## config.mk

```make
export PLATFORM = sky130hd
export DESIGN_NAME = risc8_uart_arb
export DESIGN_NICKNAME = d
export VERILOG_FILES = /design/src/rtl/risc8_uart_pkg.sv /design/src/rtl/risc8_uart_tx.sv /design/src/rtl/risc8_uart_arb.sv
export SDC_FILE = /design/constraint.sdc
export NUM_CORES = 1
export LEC_CHECK = 0
export CAP_MARGIN = 20
export CORE_MARGIN = 2
export CORE_UTILIZATION = 58
export DETAILED_ROUTE_END_ITERATION = 8
export PLACE_DENSITY = 0.84
export SETUP_SLACK_MARGIN = 0.15
export SKIP_LAST_GASP = 1
export SYNTH_ARGS = -nofsm -noshare
export SYNTH_HDL_FRONTEND = slang
export SYNTH_SLANG_ARGS = --single-unit
```

## constraint.sdc

```tcl
create_clock -name clk -period 4 [get_ports clk]
set_clock_uncertainty 0.15 [all_clocks]
set_input_delay 0.4 -clock clk [delete_from_list [all_inputs] [get_ports clk]]
set_output_delay 0.4 -clock clk [all_outputs]
set_load 0.1 [all_outputs]
```

## src/rtl/risc8_uart_pkg.sv

```systemverilog
// Shared encodings for the RISC8 UART arbiter slice: serializer states,
// last-grant owner encoding and the default baud divisor.
package risc8_uart_pkg;

   localparam int unsigned DIVISOR_DEFAULT = 52;

   localparam logic [1:0] ST_IDLE  = 2'd0;
   localparam logic [1:0] ST_START = 2'd1;
   localparam logic [1:0] ST_DATA  = 2'd2;
   localparam logic [1:0] ST_STOP  = 2'd3;

   localparam logic LG_A = 1'b0;
   localparam logic LG_B = 1'b1;

endpackage

```

## src/rtl/risc8_uart_tx.sv

```systemverilog
// 8N1 serializer: accepts a byte on load while idle, then shifts out
// start, eight data bits LSB first and stop, DIVISOR clocks per bit.
module risc8_uart_tx
   import risc8_uart_pkg::*;
#(
   parameter int unsigned DIVISOR = DIVISOR_DEFAULT
) (
   input  logic       clk,
   input  logic       reset,
   input  logic       load,
   input  logic [7:0] data,
   output logic       busy,
   output logic       done,
   output logic       serial_tx
);

   localparam logic [15:0] BAUD_LOAD = 16'(DIVISOR - 1);

   logic [1:0]  state_r;
   logic [15:0] cnt_r;
   logic [2:0]  bit_r;
   logic [7:0]  shift_r;
   logic        tx_r;
   logic        busy_r;

   // Frame sequencer: every state or bit entry reloads the baud counter.
   always_ff @(posedge clk) begin
      if (!reset) begin
         state_r <= ST_IDLE;
         cnt_r   <= 16'd0;
         bit_r   <= 3'd0;
         shift_r <= 8'd0;
         tx_r    <= 1'b1;
         busy_r  <= 1'b0;
      end else begin
         case (state_r)
            ST_IDLE: begin
               if (load) begin
                  shift_r <= data;
                  cnt_r   <= BAUD_LOAD;
                  bit_r   <= 3'd0;
                  tx_r    <= 1'b0;
                  busy_r  <= 1'b1;
                  state_r <= ST_START;
               end
            end
            ST_START: begin
               if (cnt_r == 16'd0) begin
                  cnt_r   <= BAUD_LOAD;
                  tx_r    <= shift_r[0];
                  state_r <= ST_DATA;
               end else begin
                  cnt_r <= cnt_r - 16'd1;
               end
            end
            ST_DATA: begin
               if (cnt_r == 16'd0) begin
                  cnt_r <= BAUD_LOAD;
                  bit_r <= bit_r + 3'd1;
                  if (bit_r == 3'd7) begin
                     tx_r    <= 1'b1;
                     state_r <= ST_STOP;
                  end else begin
                     tx_r    <= shift_r[1];
                     shift_r <= {1'b0, shift_r[7:1]};
                  end
               end else begin
                  cnt_r <= cnt_r - 16'd1;
               end
            end
            ST_STOP: begin
               if (cnt_r == 16'd0) begin
                  busy_r  <= 1'b0;
                  state_r <= ST_IDLE;
               end else begin
                  cnt_r <= cnt_r - 16'd1;
               end
            end
            default: begin
               tx_r    <= 1'b1;
               busy_r  <= 1'b0;
               state_r <= ST_IDLE;
            end
         endcase
      end
   end

   assign busy      = busy_r;
   assign done      = (state_r == ST_STOP) && (cnt_r == 16'd0);
   assign serial_tx = tx_r;

endmodule

```

## src/rtl/risc8_uart_arb.sv

```systemverilog
// Two-requester byte arbiter (round-robin with owner lock) in front of
// a shared 8N1 UART transmitter.
module risc8_uart_arb
   import risc8_uart_pkg::*;
#(
   parameter int unsigned DIVISOR = DIVISOR_DEFAULT
) (
   input  logic       clk,
   input  logic       reset,
   input  logic       a_valid,
   input  logic [7:0] a_data,
   input  logic       a_lock,
   output logic       a_ready,
   input  logic       b_valid,
   input  logic [7:0] b_data,
   input  logic       b_lock,
   output logic       b_ready,
   output logic       serial_tx,
   output logic       busy,
   output logic       grant_a,
   output logic       grant_b
);

   logic       last_grant_r;
   logic       grant_a_r;
   logic       grant_b_r;
   logic       pick_a_s;
   logic       pick_b_s;
   logic       load_s;
   logic [7:0] load_data_s;
   logic       tx_busy_s;
   logic       tx_done_s;

   // Winner select: a locked previous owner keeps the line, otherwise ties alternate.
   always_comb begin
      pick_a_s = 1'b0;
      pick_b_s = 1'b0;
      if (!reset || tx_busy_s) begin
         pick_a_s = 1'b0;
         pick_b_s = 1'b0;
      end else if ((last_grant_r == LG_A) && a_lock && a_valid) begin
         pick_a_s = 1'b1;
      end else if ((last_grant_r == LG_B) && b_lock && b_valid) begin
         pick_b_s = 1'b1;
      end else if (a_valid && b_valid) begin
         pick_a_s = (last_grant_r == LG_B);
         pick_b_s = (last_grant_r == LG_A);
      end else begin
         pick_a_s = a_valid;
         pick_b_s = b_valid;
      end
   end

   assign load_s      = pick_a_s | pick_b_s;
   assign load_data_s = pick_b_s ? b_data : a_data;

   // Owner bookkeeping: grants cover exactly the frame, last_grant only moves on a transfer.
   always_ff @(posedge clk) begin
      if (!reset) begin
         last_grant_r <= LG_B;
         grant_a_r    <= 1'b0;
         grant_b_r    <= 1'b0;
      end else if (load_s) begin
         last_grant_r <= pick_b_s ? LG_B : LG_A;
         grant_a_r    <= pick_a_s;
         grant_b_r    <= pick_b_s;
      end else if (tx_done_s) begin
         grant_a_r <= 1'b0;
         grant_b_r <= 1'b0;
      end
   end

   risc8_uart_tx #(
      .DIVISOR (DIVISOR)
   ) u_tx (
      .clk       (clk),
      .reset     (reset),
      .load      (load_s),
      .data      (load_data_s),
      .busy      (tx_busy_s),
      .done      (tx_done_s),
      .serial_tx (serial_tx)
   );

   assign a_ready = pick_a_s;
   assign b_ready = pick_b_s;
   assign busy    = tx_busy_s;
   assign grant_a = grant_a_r;
   assign grant_b = grant_b_r;

endmodule

```

==> results.cfg, run 1 <==
[run_status]
result_of_the_run = completed

[die]
die_height_um = 62.6
initial_core_utilization_pct = 60.2
ios = 28
coreArea_sq_mm = 0.00331
fp.dieW_um = 62.6
fp.dieArea_sq_mm = 0.00392
num_rows = 21

[power]
peakVddDrop_mv = 0.587
powerDensity_mw_per_mm2 = 801
power_leakage_nw = 0.919

[synthesis]
synth_sequential_area_ratio_pct = 34.1
synth_cells = 231
synth-seq-cells = 34
synth_cell_type_count = 51
synthFlopType = sky130_fd_sc_hd__dfxtp_1
syn_area_per_cell_sq_um = 8.63
post_synth_instance_area_sq_mm = 0.00199
synth_warnings = 0
synth-edff-count = 0
synth_nets = 260
async_flop_share_pct = 0

[clocking]
h-tree-depth = 2
post_cts.resized_instances = 0
clockBufferDepth = 2
tritoncts_clock_tree = done
ctsHoldBuffers = 0
num_cts_buffers = 5
worst_setup_hold_path_clk_slew_ns = 0.10
cts_setup_buffers = 0
cts-root-buf = sky130_fd_sc_hd__clkbuf_4
clock_sink_count = 34
worstSkewPairLatency_ns = 0.34

[sta]
layout_min_cycle_time_ns = 2.69
rsz0062_at_grt = false
setup_viol = 0
max_clock_freq_ghz = 0.371
worstMarginPinSlew_ns = 0.969
timing.setup.tns_ns = 0
slew_viol_final = 0
hold_viol = 0
post-route-period-util_pct = 67.4
final_critical_path_setup_slack_ns = 1.31
slew_headroom_pct = 35.2

[finish]
drive_above_1_share_pct = 11.9
final_area_sq_mm = 0.00237
layout_filler_cell_count = 288
layout_common_cells = sky130_fd_sc_hd__dfxtp_1, sky130_fd_sc_hd__clkdlybuf4s50_1, sky130_fd_sc_hd__nand3_1
num_antenna_cells = 0
num-nets-final = 288
layout.cells.most_common = sky130_fd_sc_hd__dfxtp_1
area_delta_synth_final_pct = 18.9

[drt]
remaining_drc_errors = 0
drt-vias-per-instance = 6.10
avgRoutedWirePerCell_um = 14.3
antenna_viol_nets_final = 0
dr.pass1.iters = 5
drt_wl_total_mm = 4.39
1st_iter_drt_viols = 153
via_count = 1867

[global_routing]
initial_antenna_violation_count = 0
grt_pass1_vias = 1680
grt_pass1_wl_mm = 7.76
overflow = 0
track_usage_pct = 24.6
grt_max_degree = 17

[placement]
gp_congestion = 0.836
dpl-instance-area_sq_mm = 0.00229
place.port_buffers = 27
dp_slack_ns = 1.30
dp_hpwl_mm = 3.22

[critical_path]
critical_path_arrival_ns = 2.14
worst-path-max-fanout = 9
worstSetupEndpointType = output port
reg2reg_setup_slack_ns = 1.62
required_ns = 3.45
setup.worst_path.class = in2out
setup.worst_path.start_class = primary input

[run]
cap_viol_max_count = 0

[worst_hold_path]
hold_class = reg2reg
## path summary, 6_finish.rpt
path / start / to / cells after the start
worst min-delay path: u_tx.shift_r[6]$_SDFFE_PN0P_ / u_tx.shift_r[6]$_SDFFE_PN0P_ / 1
worst min register to register: u_tx.shift_r[6]$_SDFFE_PN0P_ / u_tx.shift_r[6]$_SDFFE_PN0P_ / 1
worst max register to register: u_tx.cnt_r[0]$_SDFFE_PN0P_ / u_tx.cnt_r[14]$_SDFFE_PN0P_ / 7
worst max-delay path: reset / b_ready / 6
## layout make-up
cell class                      count  area, sq um  share of cell area [%]
Inverter                           12         45.0                    1.90
Sequential cell                    34          681                    28.7
Clock buffer                        8         78.8                    3.33
Timing Repair Buffer               29          280                    11.8
Multi-Input combinational cell    177         1230                    51.8
Tap cell                           46         57.6                    2.43
## per-stage QoR
stage	utilization (%)	hold WS (ns)	power, mW	cells
after detailed placement	69.2	0.295	1.65	298
after CTS	71.6	0.320	1.90	306
after global routing	71.6	0.340	2.05	306
after floorplan	-	0.283	1.43	231
after global placement	69.2	0.291	1.63	298
final	71.6	0.316	1.90	306
## kinds of logic after synthesis
logic type      Yosys count  synth area share, %
compound gates           66                 24.1
xor+xnor                  4                 1.76
fa+ha+maj                 7                 4.39
buf+inv                  20                 4.27
flops                    34                 34.1
mux                       7                 3.64
simple gates             93                 27.7
## cells in the mapped netlist (2+ instances only)
library cell	number	area [sq um]
sky130_fd_sc_hd__a21boi_0	2	15.0
sky130_fd_sc_hd__a21o_1	2	15.0
sky130_fd_sc_hd__a21oi_1	9	45.0
sky130_fd_sc_hd__a22o_1	2	17.5
sky130_fd_sc_hd__a31oi_1	8	50.1
sky130_fd_sc_hd__a32o_1	8	80.1
sky130_fd_sc_hd__buf_2	2	10.0
sky130_fd_sc_hd__clkbuf_1	5	18.8
sky130_fd_sc_hd__dfxtp_1	34	681
sky130_fd_sc_hd__ha_1	7	87.6
sky130_fd_sc_hd__inv_1	12	45.0
sky130_fd_sc_hd__mux2_2	2	22.5
sky130_fd_sc_hd__mux2i_1	5	50.1
sky130_fd_sc_hd__nand2_1	16	60.1
sky130_fd_sc_hd__nand2b_1	13	81.3
sky130_fd_sc_hd__nand3_1	19	95.1
sky130_fd_sc_hd__nand4_1	3	18.8
sky130_fd_sc_hd__nand4b_1	4	35.0
sky130_fd_sc_hd__nor2_1	14	52.6
sky130_fd_sc_hd__nor2b_1	3	18.8
sky130_fd_sc_hd__nor3_1	4	20.0
sky130_fd_sc_hd__nor4_4	2	42.5
sky130_fd_sc_hd__o211ai_1	2	15.0
sky130_fd_sc_hd__o21a_1	2	15.0
sky130_fd_sc_hd__o21ai_0	16	80.1
sky130_fd_sc_hd__o221a_2	3	33.8
sky130_fd_sc_hd__o22ai_1	2	12.5
sky130_fd_sc_hd__or3_1	3	18.8
sky130_fd_sc_hd__or4_1	2	15.0
sky130_fd_sc_hd__xor2_1	4	35.0
## worst max-delay path, cell delays in order
cell and delay, ns:
sky130_fd_sc_hd__clkdlybuf4s50_1 0.67, sky130_fd_sc_hd__nor2b_1 0.23, sky130_fd_sc_hd__and2_1 0.29, sky130_fd_sc_hd__nand2_1 0.17, sky130_fd_sc_hd__inv_1 0.09, sky130_fd_sc_hd__buf_4 0.28
## per-layer routing
metal | GRT usage (%) | vias to the layer above | routed length [um]
met5 | 0 | - | 0
met2 | 36.2 | 63 | 1910
met3 | 6.49 | 7 | 331
met1 | 34.8 | 880 | 2080
met4 | 8.61 | 0 | 59
li1 | - | 917 | -
## flip-flops by register name, summed over array words and instances, names as in the netlist
signal	count
grant_b	1
u_tx.cnt_r	16
u_tx.shift_r	8
grant_a	1
last_grant_r	1
u_tx.bit_r	3
u_tx.serial_tx	1
u_tx.busy	1
u_tx.state_r	2
## power by group
group	leakage, nW	total (mW)	internal, mW	switching [mW]
Clock	0.0446	0.237	0.120	0.117
Sequential	0.278	0.542	0.445	0.0971
Combinational	0.596	1.12	0.431	0.687
Total	0.919	1.90	0.996	0.901
No activity file was read; power rests on OpenSTA's default activity.
==> inputs of run 2 (changes only) <==
--- a/config.mk
+++ b/config.mk
@@ -7,9 +7,9 @@
 export LEC_CHECK = 0
 export CAP_MARGIN = 20
 export CORE_MARGIN = 2
-export CORE_UTILIZATION = 58
+export CORE_UTILIZATION = 54
 export DETAILED_ROUTE_END_ITERATION = 8
-export PLACE_DENSITY = 0.84
+export PLACE_DENSITY = 0.79
 export SETUP_SLACK_MARGIN = 0.15
 export SKIP_LAST_GASP = 1
 export SYNTH_ARGS = -nofsm -noshare
==> constraint.sdc (replaced) <==
create_clock -name clk -period 2.6 [get_ports clk]
set_clock_uncertainty 0.15 [all_clocks]
set_input_delay 0.26 -clock clk [delete_from_list [all_inputs] [get_ports clk]]
set_output_delay 0.26 -clock clk [all_outputs]
set_load 0.1 [all_outputs]
==> run 2 against run 1 <==
Compared with the run above: critical path depth grew 1; clock-buffer cell count decreased by 2; non-clock buffer count rose by 9; register-to-register slack worse by 1.3 ns; clock power up 73%; via count increased by 0.27%; final area up 5.0%; wire length increased by 6.5%; highest routed layer unchanged.
==> results.cfg, run 2 (synthesized netlist as in run 1, its figures left out) <==
[run_status]
result_of_the_run = completed

[sta]
max_clock_freq_ghz = 0.434
worstMarginPinSlew_ns = 0.605
layout_min_cycle_time_ns = 2.30
post-route-period-util_pct = 88.6
setup_viol = 0
hold_viol = 0
slew_viol_final = 0
rsz0062_at_grt = false
slew_headroom_pct = 59.3
whs_ns = 0.309
timing.setup.tns_ns = 0

[global_routing]
overflow = 0
grt_pass1_vias = 1803
track_usage_pct = 25.5
grt_max_degree = 16
initial_antenna_violation_count = 0
grt_pass1_wl_mm = 8.36

[clocking]
worst_setup_hold_path_clk_slew_ns = 0.07
clock_sink_count = 34
num_cts_buffers = 5
ctsHoldBuffers = 0
clockBufferDepth = 2
cts_setup_buffers = 0
worstSkewPairLatency_ns = 0.29
tritoncts_clock_tree = done
cts-root-buf = sky130_fd_sc_hd__clkbuf_8
h-tree-depth = 2
post_cts.resized_instances = 0

[drt]
via_count = 1872
drt_wl_total_mm = 4.67
antenna_viol_nets_final = 0
drt-vias-per-instance = 5.91
dr.pass1.iters = 5
avgRoutedWirePerCell_um = 14.7
1st_iter_drt_viols = 144
remaining_drc_errors = 0

[finish]
regMostFlops = u_tx.cnt_r
num-nets-final = 297
layout_common_cells = sky130_fd_sc_hd__dfxtp_1, sky130_fd_sc_hd__clkdlybuf4s50_1, sky130_fd_sc_hd__nand3_1
layout.cells.most_common = sky130_fd_sc_hd__dfxtp_1
post_layout_nonfiller_instances = 317
layout_filler_cell_count = 312
drive_above_1_share_pct = 17.1
num_antenna_cells = 0
area_delta_synth_final_pct = 24.8
reg.largest.list = u_tx.cnt_r: 16 flops, u_tx.shift_r: 8 flops, u_tx.bit_r: 3 flops
largest_register_ff_count = 16

[die]
num_rows = 22
ios = 28
die_height_um = 64.8
initial_core_utilization_pct = 55.3
fp.dieW_um = 64.8
coreArea_sq_mm = 0.00361
fp.dieArea_sq_mm = 0.00419

[critical_path]
setup.worst_path.class = reg2reg
worst-path-max-fanout = 11
worstSetupEndpointType = flip-flop
cpMaxStageDelayCell = sky130_fd_sc_hd__or4_1
cpPeakStageDelay_ns = 0.47
required_ns = 2.67
reg2reg_setup_slack_ns = 0.30
critical_path.cell_chain = inv_1, ha_1, nor4b_2, and4_4, or3_4, or4_1, mux2i_1
setup.worst_path.start_class = flip-flop
critical_path_arrival_ns = 2.38

[placement]
place.port_buffers = 27
dp_hpwl_mm = 3.44
gp_congestion = 0.885
place_inst = 309

[worst_hold_path]
hold_class = reg2reg

[run]
cap_viol_max_count = 0

[power]
power_leakage_nw = 0.977
powerDensity_mw_per_mm2 = 1250
peakVddDrop_mv = 0.793
## run 2: routing by layer
layer	up-vias	part of all wire (%)	track usage, %
met1	860	47	35.4
met5	-	0	0
met3	12	6.7	5.90
li1	931	-	-
met4	0	2.3	9.04
met2	69	44	38.5
## run 2: worst paths after layout
kind                                      from                            to  cells past startpoint
setup / recovery    u_tx.cnt_r[1]$_SDFFE_PN0P_   u_tx.cnt_r[14]$_SDFFE_PN0P_                      7
hold / removal    u_tx.shift_r[6]$_SDFFE_PN0P_  u_tx.shift_r[6]$_SDFFE_PN0P_                      1
setup reg to reg    u_tx.cnt_r[1]$_SDFFE_PN0P_   u_tx.cnt_r[14]$_SDFFE_PN0P_                      7
hold reg to reg   u_tx.shift_r[6]$_SDFFE_PN0P_  u_tx.shift_r[6]$_SDFFE_PN0P_                      1
## run 2: final cells by class
class | count | area (sq um) | share of cell area [%]
multi-input cells | 177 | 1240 | 49.9
flip-flops and latches | 34 | 682 | 27.4
repair buffers | 38 | 363 | 14.6
clock buffers | 6 | 82.6 | 3.32
well taps | 48 | 60.1 | 2.41
inverters | 12 | 45.0 | 1.81
clock inverters | 2 | 12.5 | 0.503
## run 2: worst max-delay path: cells and delay by family (launching register included)
| kind | cells | cell delay [ns] |
|---|---|---|
| multiplexers | 1 | 0.13 |
| flip-flops | 1 | 0.37 |
| AND/OR/NAND/NOR | 4 | 1.32 |
| buffers and inverters | 1 | 0.06 |
| adder cells (fa/ha/maj) | 1 | 0.21 |
## run 2: metrics by stage
| stage | util [%] | instance area, sq um | power, mW | setup slack, ns |
|---|---|---|---|---|
| floorplan | - | 2010 | 2.20 | 0.169 |
| global placement | 66.3 | 2390 | 2.64 | 0.255 |
| detailed placement | 66.3 | 2390 | 2.66 | 0.212 |
| CTS | 68.9 | 2490 | 3.09 | 0.256 |
| global route | 69.0 | 2490 | 3.35 | 0.170 |
| finish | 69.0 | 2490 | 3.11 | 0.297 |
## run 2: where the power goes
part           internal [mW]  switching (mW)  total [mW]
Combinational          0.755            1.10        1.85
Sequential             0.687           0.157       0.844
Clock                  0.213           0.197       0.410
